===== src/rtl/timer_pkg.sv =====
// Shared definitions for the general-purpose timer: config select codes,
// CTRL bit positions and the run/idle state encoding.
package timer_pkg;

    localparam int TIM_W = 16;

    localparam int CEN_B = 0;
    localparam int OPM_B = 1;
    localparam int UIE_B = 2;

    typedef enum logic [1:0] {
        SEL_NONE = 2'b00,
        SEL_PSC  = 2'b01,
        SEL_ARR  = 2'b10,
        SEL_CTRL = 2'b11
    } cfg_sel_e;

    // The state is the CEN bit itself.
    typedef enum logic {
        ST_IDLE = 1'b0,
        ST_RUN  = 1'b1
    } tim_state_e;

endpackage


===== src/rtl/timer_prescaler.sv =====
// Prescale counter: counts clocks while enabled and emits a tick every
// (psc_act+1) enabled clocks. The count freezes while disabled.
module timer_prescaler
    import timer_pkg::*;
#(
    parameter int WIDTH = TIM_W
) (
    input  logic             clk,
    input  logic             reset,
    input  logic             en,
    input  logic [WIDTH-1:0] psc_act,
    output logic             tick
);

    logic [WIDTH-1:0] psc_cnt;

    // >= rather than == so a frozen count above a newly loaded PSC cannot run away.
    assign tick = en && (psc_cnt >= psc_act);

    always_ff @(posedge clk) begin
        if (reset) begin
            psc_cnt <= '0;
        end else if (en) begin
            if (tick) begin
                psc_cnt <= '0;
            end else begin
                psc_cnt <= psc_cnt + 1'b1;
            end
        end
    end

endmodule


===== src/rtl/gp_timer_core.sv =====
// Up-counting timer with preload/active PSC and ARR, a control register,
// a sticky update flag and a registered interrupt.
module gp_timer_core
    import timer_pkg::*;
#(
    parameter int               WIDTH   = TIM_W,
    parameter logic [WIDTH-1:0] PSC_RST = '0,
    parameter logic [WIDTH-1:0] ARR_RST = '1
) (
    input  logic             clk,
    input  logic             reset,
    input  logic             cfg_we,
    input  logic [1:0]       cfg_sel,
    input  logic [WIDTH-1:0] cfg_wdata,
    input  logic             flag_clr,
    output logic [WIDTH-1:0] tim_cnt,
    output logic [2:0]       ctrl_q,
    output logic             upd_pulse,
    output logic             uif,
    output logic             irq
);

    cfg_sel_e         sel;
    tim_state_e       state_q;
    tim_state_e       state_d;
    logic             opm_q;
    logic             uie_q;
    logic [WIDTH-1:0] psc_pre;
    logic [WIDTH-1:0] arr_pre;
    logic [WIDTH-1:0] psc_act;
    logic [WIDTH-1:0] arr_act;
    logic             running;
    logic             tick;
    logic             upd;
    logic             wr_psc;
    logic             wr_arr;
    logic             wr_ctrl;

    assign sel     = cfg_sel_e'(cfg_sel);
    assign wr_psc  = cfg_we && (sel == SEL_PSC);
    assign wr_arr  = cfg_we && (sel == SEL_ARR);
    assign wr_ctrl = cfg_we && (sel == SEL_CTRL);
    assign running = (state_q == ST_RUN);
    assign upd     = tick && (tim_cnt >= arr_act);
    assign ctrl_q  = {uie_q, opm_q, running};

    timer_prescaler #(.WIDTH(WIDTH)) u_prescaler (
        .clk     (clk),
        .reset   (reset),
        .en      (running),
        .psc_act (psc_act),
        .tick    (tick)
    );

    // A CTRL write in the same cycle as a one-pulse auto-stop overrides the stop.
    always_comb begin
        state_d = state_q;
        if (wr_ctrl) begin
            state_d = tim_state_e'(cfg_wdata[CEN_B]);
        end else if (upd && opm_q) begin
            state_d = ST_IDLE;
        end
    end

    always_ff @(posedge clk) begin
        if (reset) begin
            state_q <= ST_IDLE;
        end else begin
            state_q <= state_d;
        end
    end

    always_ff @(posedge clk) begin
        if (reset) begin
            opm_q     <= 1'b0;
            uie_q     <= 1'b0;
            psc_pre   <= PSC_RST;
            arr_pre   <= ARR_RST;
            psc_act   <= PSC_RST;
            arr_act   <= ARR_RST;
            tim_cnt   <= '0;
            upd_pulse <= 1'b0;
            uif       <= 1'b0;
            irq       <= 1'b0;
        end else begin
            if (wr_psc) psc_pre <= cfg_wdata;
            if (wr_arr) arr_pre <= cfg_wdata;
            if (wr_ctrl) begin
                opm_q <= cfg_wdata[OPM_B];
                uie_q <= cfg_wdata[UIE_B];
            end
            // Active copies take the preload value as it stood before this edge.
            if (!running || upd) begin
                psc_act <= psc_pre;
                arr_act <= arr_pre;
            end
            if (tick) begin
                tim_cnt <= upd ? '0 : tim_cnt + 1'b1;
            end
            upd_pulse <= upd;
            if (upd) begin
                uif <= 1'b1;
            end else if (flag_clr) begin
                uif <= 1'b0;
            end
            irq <= uif & uie_q;
        end
    end

endmodule

===== config.mk =====
export PLATFORM = sky130hd
export DESIGN_NAME = gp_timer_core
export DESIGN_NICKNAME = d
export VERILOG_FILES = /design/src/rtl/timer_pkg.sv /design/src/rtl/timer_prescaler.sv /design/src/rtl/gp_timer_core.sv
export SDC_FILE = /design/constraint.sdc
export NUM_CORES = 1
export LEC_CHECK = 0
export ABC_AREA = 1
export CAP_MARGIN = 20
export CORE_MARGIN = 2
export CORE_UTILIZATION = 45
export DETAILED_ROUTE_END_ITERATION = 7
export DONT_BUFFER_PORTS = 1
export HOLD_SLACK_MARGIN = 0.05
export PLACE_DENSITY = 0.74
export SLEW_MARGIN = 20
export SYNTH_ARGS = -nofsm -noshare
export SYNTH_HDL_FRONTEND = slang
export SYNTH_HIERARCHICAL = 1
export SYNTH_SLANG_ARGS = --single-unit
export TNS_END_PERCENT = 100

===== constraint.sdc =====
create_clock -name clk -period 2.4 [get_ports clk]
set_clock_uncertainty 0.2 [all_clocks]
set_input_delay 0.24 -clock clk [delete_from_list [all_inputs] [get_ports clk]]
set_output_delay 0.24 -clock clk [all_outputs]
set_load 0.01 [all_outputs]

==> reports/metrics.sh <==
CRITICAL_PATH_CLASS='reg -> reg'
SYNTH.AREA.TOP_CELLS='dfxtp_1, nand2_1, ha_1'
MIN-DELAY-PATH-CLASS='in -> reg'
MAX_FCLK_MHz=408
TOP_LEVEL_PORTS=44
GRT_PASS1_VIAS=4248
CRITICAL-PATH-TOP-CELL-BY-COUNT='nand2_1'
ROUTED_VIA_DENSITY=5.16
DRT-INITIAL-DRC-COUNT=212
YS_TYPES=36
FINAL.MIN_CLOCK_PERIOD_NS=2.45
SLOWEST_DELAY_NS=0.34
SYNTH_NETS=738
SYNTH_EDF_COUNT=0
SYNTHESIS.INSTANCES=682
YS.FLOP_TYPE='dfxtp_1'
CRITICAL_PATH.ENDPOINT_TYPE='register'
MAXSLEWHEADROOM_PCT=53.3
MAX_CAP_VIOLATIONS=0
CELLS_ALONG_THE_CRITICAL_PATH='inv_2 -> ha_4 -> nand2_2 -> nor2_1 -> nor2_1 -> nand2_1 -> nand2_1 -> nand2_1 -> nand2_1 -> nand2_1 -> nand2_2 -> inv_4 -> inv_2 -> nor2_4 -> nand4_4 -> nor2_4 -> nand4_4 -> nor2_1 -> o21ai_0 -> nor2_1'
PORT_BUFFERS=0
ARRIVAL_NS=2.53
DESIGN.FINAL.NETS=790
CLKLATENCYLATEPIN_NS=0.34
SYNTHARSTFLOPSHARE_PCT=0
CTS_TREE='yes'
VIAS=4535
WORST_SETUP_PATH_START_KIND='register'
CP.BUFFERS_INVERTERS=3
ROUTED_WIRE_LENGTH_PER_INSTANCE_UM=13.6
SYNTHDOMINANTCELLAREASHARE_PCT=40.2
DIE_H_UM=110
MAX-CLOCK-PATH-BUFFERS=2
PLACE.GP.CONGESTION=0.899
SYNTH.FF_LATCH_COUNT=102
TIMING.CRITICAL_PATH.MAX_DELAY_FAMILY='simple AND/OR/NAND/NOR gates'
POSTROUTEANTENNANETS=0
MULTIINPUTGATEAREA_MM2=0.00266
START_UTIL_PCT=46.5
CTS_MAX_LEVEL=3
NFILLCELLS=930
YS_SEQ_AREA_SHARE_PCT=40.2
GRT_MAX_DEGREE=55
STATUS='finished with violations'
DRT_WL_TOTAL_MM=11.9
CRITICAL-PATH-SLOWEST-CELL='dfxtp_2'
DRT_FIRST_PASS_ITERS=5
REGISTER_AREA_MM2=0.00206
TIGHTEST_SLEW_NS=0.696
DIE_W_UM=110
RANKING_OF_SYNTHESIZED_CELLS_BY_INSTANCE_COUNT='nand2_1, dfxtp_1, nor2_1'
GRT_ANTENNA_BEFORE_REPAIR=0
DRIVE_ABOVE_1_SHARE_PCT=17.3
FAILED_CHECKS='setup timing'
YOSYSMOSTFREQUENTCELL='nand2_1'
POWER_PER_CELL_AREA_mW_PER_MM2=567
N_DIODES=0
CTS_BUFFERS=9
POST-ROUTE-CELL-AREA_MM2=0.00619
PLACED_CELL_AREA_MM2=0.00541
FIN_TOTAL_PWR_W=0.00351
SETUP-VIOLATIONS-FINAL=1
CORE_AREA_MM2=0.0109
SYNTHESIS.AREA_PER_INSTANCE_UM2=7.45
CRITPATHMAXFANOUT=4
GRT_SETUP_UNREPAIRED='true'
POST-DP-HPWL_MM=7.93
GLOBAL_ROUTE.USAGE.TOTAL_PCT=19.4
SYNTHESIS.AREA_MM2=0.00508
FP.DIEAREA_MM2=0.0122
OVERFLOW_LEFT_AFTER_GLOBAL_ROUTING=0
SYNTH_WARNINGS=6
FINAL_CORE_UTIL_PCT=56.6
CTS.REPORTEDPATHS.CLKPINSLEW_NS=0.07
FINALHOLDWORSTSLACK_NS=0.0930
LAYOUT-AREA-OVERHEAD-VS-SYNTH_PCT=21.8
POST-ROUTE-PERIOD-UTIL_PCT=102
SYNTHDOMINANTAREACELLTYPE='dfxtp_1'
POWER.LEAKAGE_nW=2.90
CLK_ROOT_BUFFER_CELL='clkbuf_16'
SETUP_WS_NS=-0.0519
GRT_PASS1_WL_MM=18.8
CTS_SINKS=102
FINAL_HOLD_VIOL_COUNT=0
TIMING.FINAL.MAX_SLEW_VIOLATIONS=0
PEAKVDDDROP_uV=431
STD_CELL_ROWS=38
CRIT_REQUIRED_NS=2.48
REMAINING_DRC_ERRORS=0
-- path summary, 6_finish.rpt --
check | startpoint | to | slack [ns] | cells past startpoint
setup / recovery | psc_act[1]$_SDFFE_PP0P_ | tim_cnt[12]$_SDFFE_PP0P_ | -0.05 | 20
hold / removal | reset | u_prescaler/psc_cnt[0]$_SDFFE_PP0P_ | 0.09 | 3
setup reg to reg | psc_act[1]$_SDFFE_PP0P_ | tim_cnt[12]$_SDFFE_PP0P_ | -0.05 | 20
hold reg to reg | arr_pre[4]$_SDFFE_PP1P_ | arr_pre[4]$_SDFFE_PP1P_ | 0.26 | 2
-- tightest hold or removal path: stages --
cell and delay [ns]:
inv_1 0.03, nand2_2 0.26, nor2_1 0.06
-- state kept, by name, indices dropped and copies added (netlist names) --
name / flops
opm_q: 1
psc_pre: 16
running: 1
irq: 1
arr_act: 16
u_prescaler/psc_cnt: 16
uie_q: 1
upd_pulse: 1
uif: 1
psc_act: 16
tim_cnt: 16
arr_pre: 16
-- metal layers --
layer  up-vias  routed length [µm]  GRT usage [%]
li1       2275                   -              -
met1      2123                5390           23.7
met2       121                5880           34.6
met3        16                 495           3.64
met4         0                 160           5.27
met5         -                   0              0
-- cell families (layout without fill, tap and decap cells) --
| kind of cell | after synthesis | count (layout) | synth area share [%] |
|---|---|---|---|
| buffers and inverters | 117 | 174 | 10.8 |
| multiplexers | 1 | 1 | 0.197 |
| adder cells (fa/ha/maj) | 34 | 34 | 8.37 |
| AND/OR/NAND/NOR | 341 | 341 | 30.4 |
| flip-flops | 102 | 102 | 40.2 |
| XOR/XNOR | 16 | 16 | 2.76 |
| AO/OA/AOI/OAI | 71 | 71 | 7.31 |
-- placed cells by master, fill, tap and decap left out, types with 8 or more instances in the layout --
master / instances
clkbuf_16: 11
nor2_1: 89
inv_1: 78
o21ai_0: 23
dfxtp_1: 90
buf_4: 43
nand2_1: 129
nand2_2: 8
a21oi_1: 37
nand3_1: 77
xor2_1: 11
dfxtp_2: 12
dlygate4sd3_1: 22
ha_1: 28
-- power by group --
part	switching (W)	leakage (nW)	internal (W)
Combinational	0.000163	1.93	0.000116
Clock	0.000635	0.140	0.000812
Sequential	0.0000334	0.836	0.00175
Total	0.000832	2.90	0.00268
-- what timing repair did --
action                     4_1_cts  5_1_grt
pin swaps                       10       12
gates resized for setup         19       30
setup buffers                    2        1
cloned                           0        2
setup endpoints to repair       37       47
hold buffers                    22        0
hold endpoints to repair        38        0
-- cell type report --
class | count | share of cell area (%)
clock buffer | 11 | 3.76
clock inverter | 5 | 0.970
inverter | 86 | 5.26
multi-input combinational | 463 | 43.0
sequential | 102 | 33.2
tap | 140 | 2.83
timing repair buffer | 72 | 10.9
-- through the flow --
step / std cells / setup TNS (ns) / worst slack (ns)
6_report: 879 / -0.0519 / -0.0519
5_1_grt: 879 / -1.56 / -0.220
4_1_cts: 876 / -0.0251 / -0.0251
3_5_place_dp: 836 / -0.743 / -0.148
3_3_place_gp: 836 / -0.257 / -0.0833
2_1_floorplan: 682 / 0 / 0.0111
No activity file was read; power rests on OpenSTA's default activity.
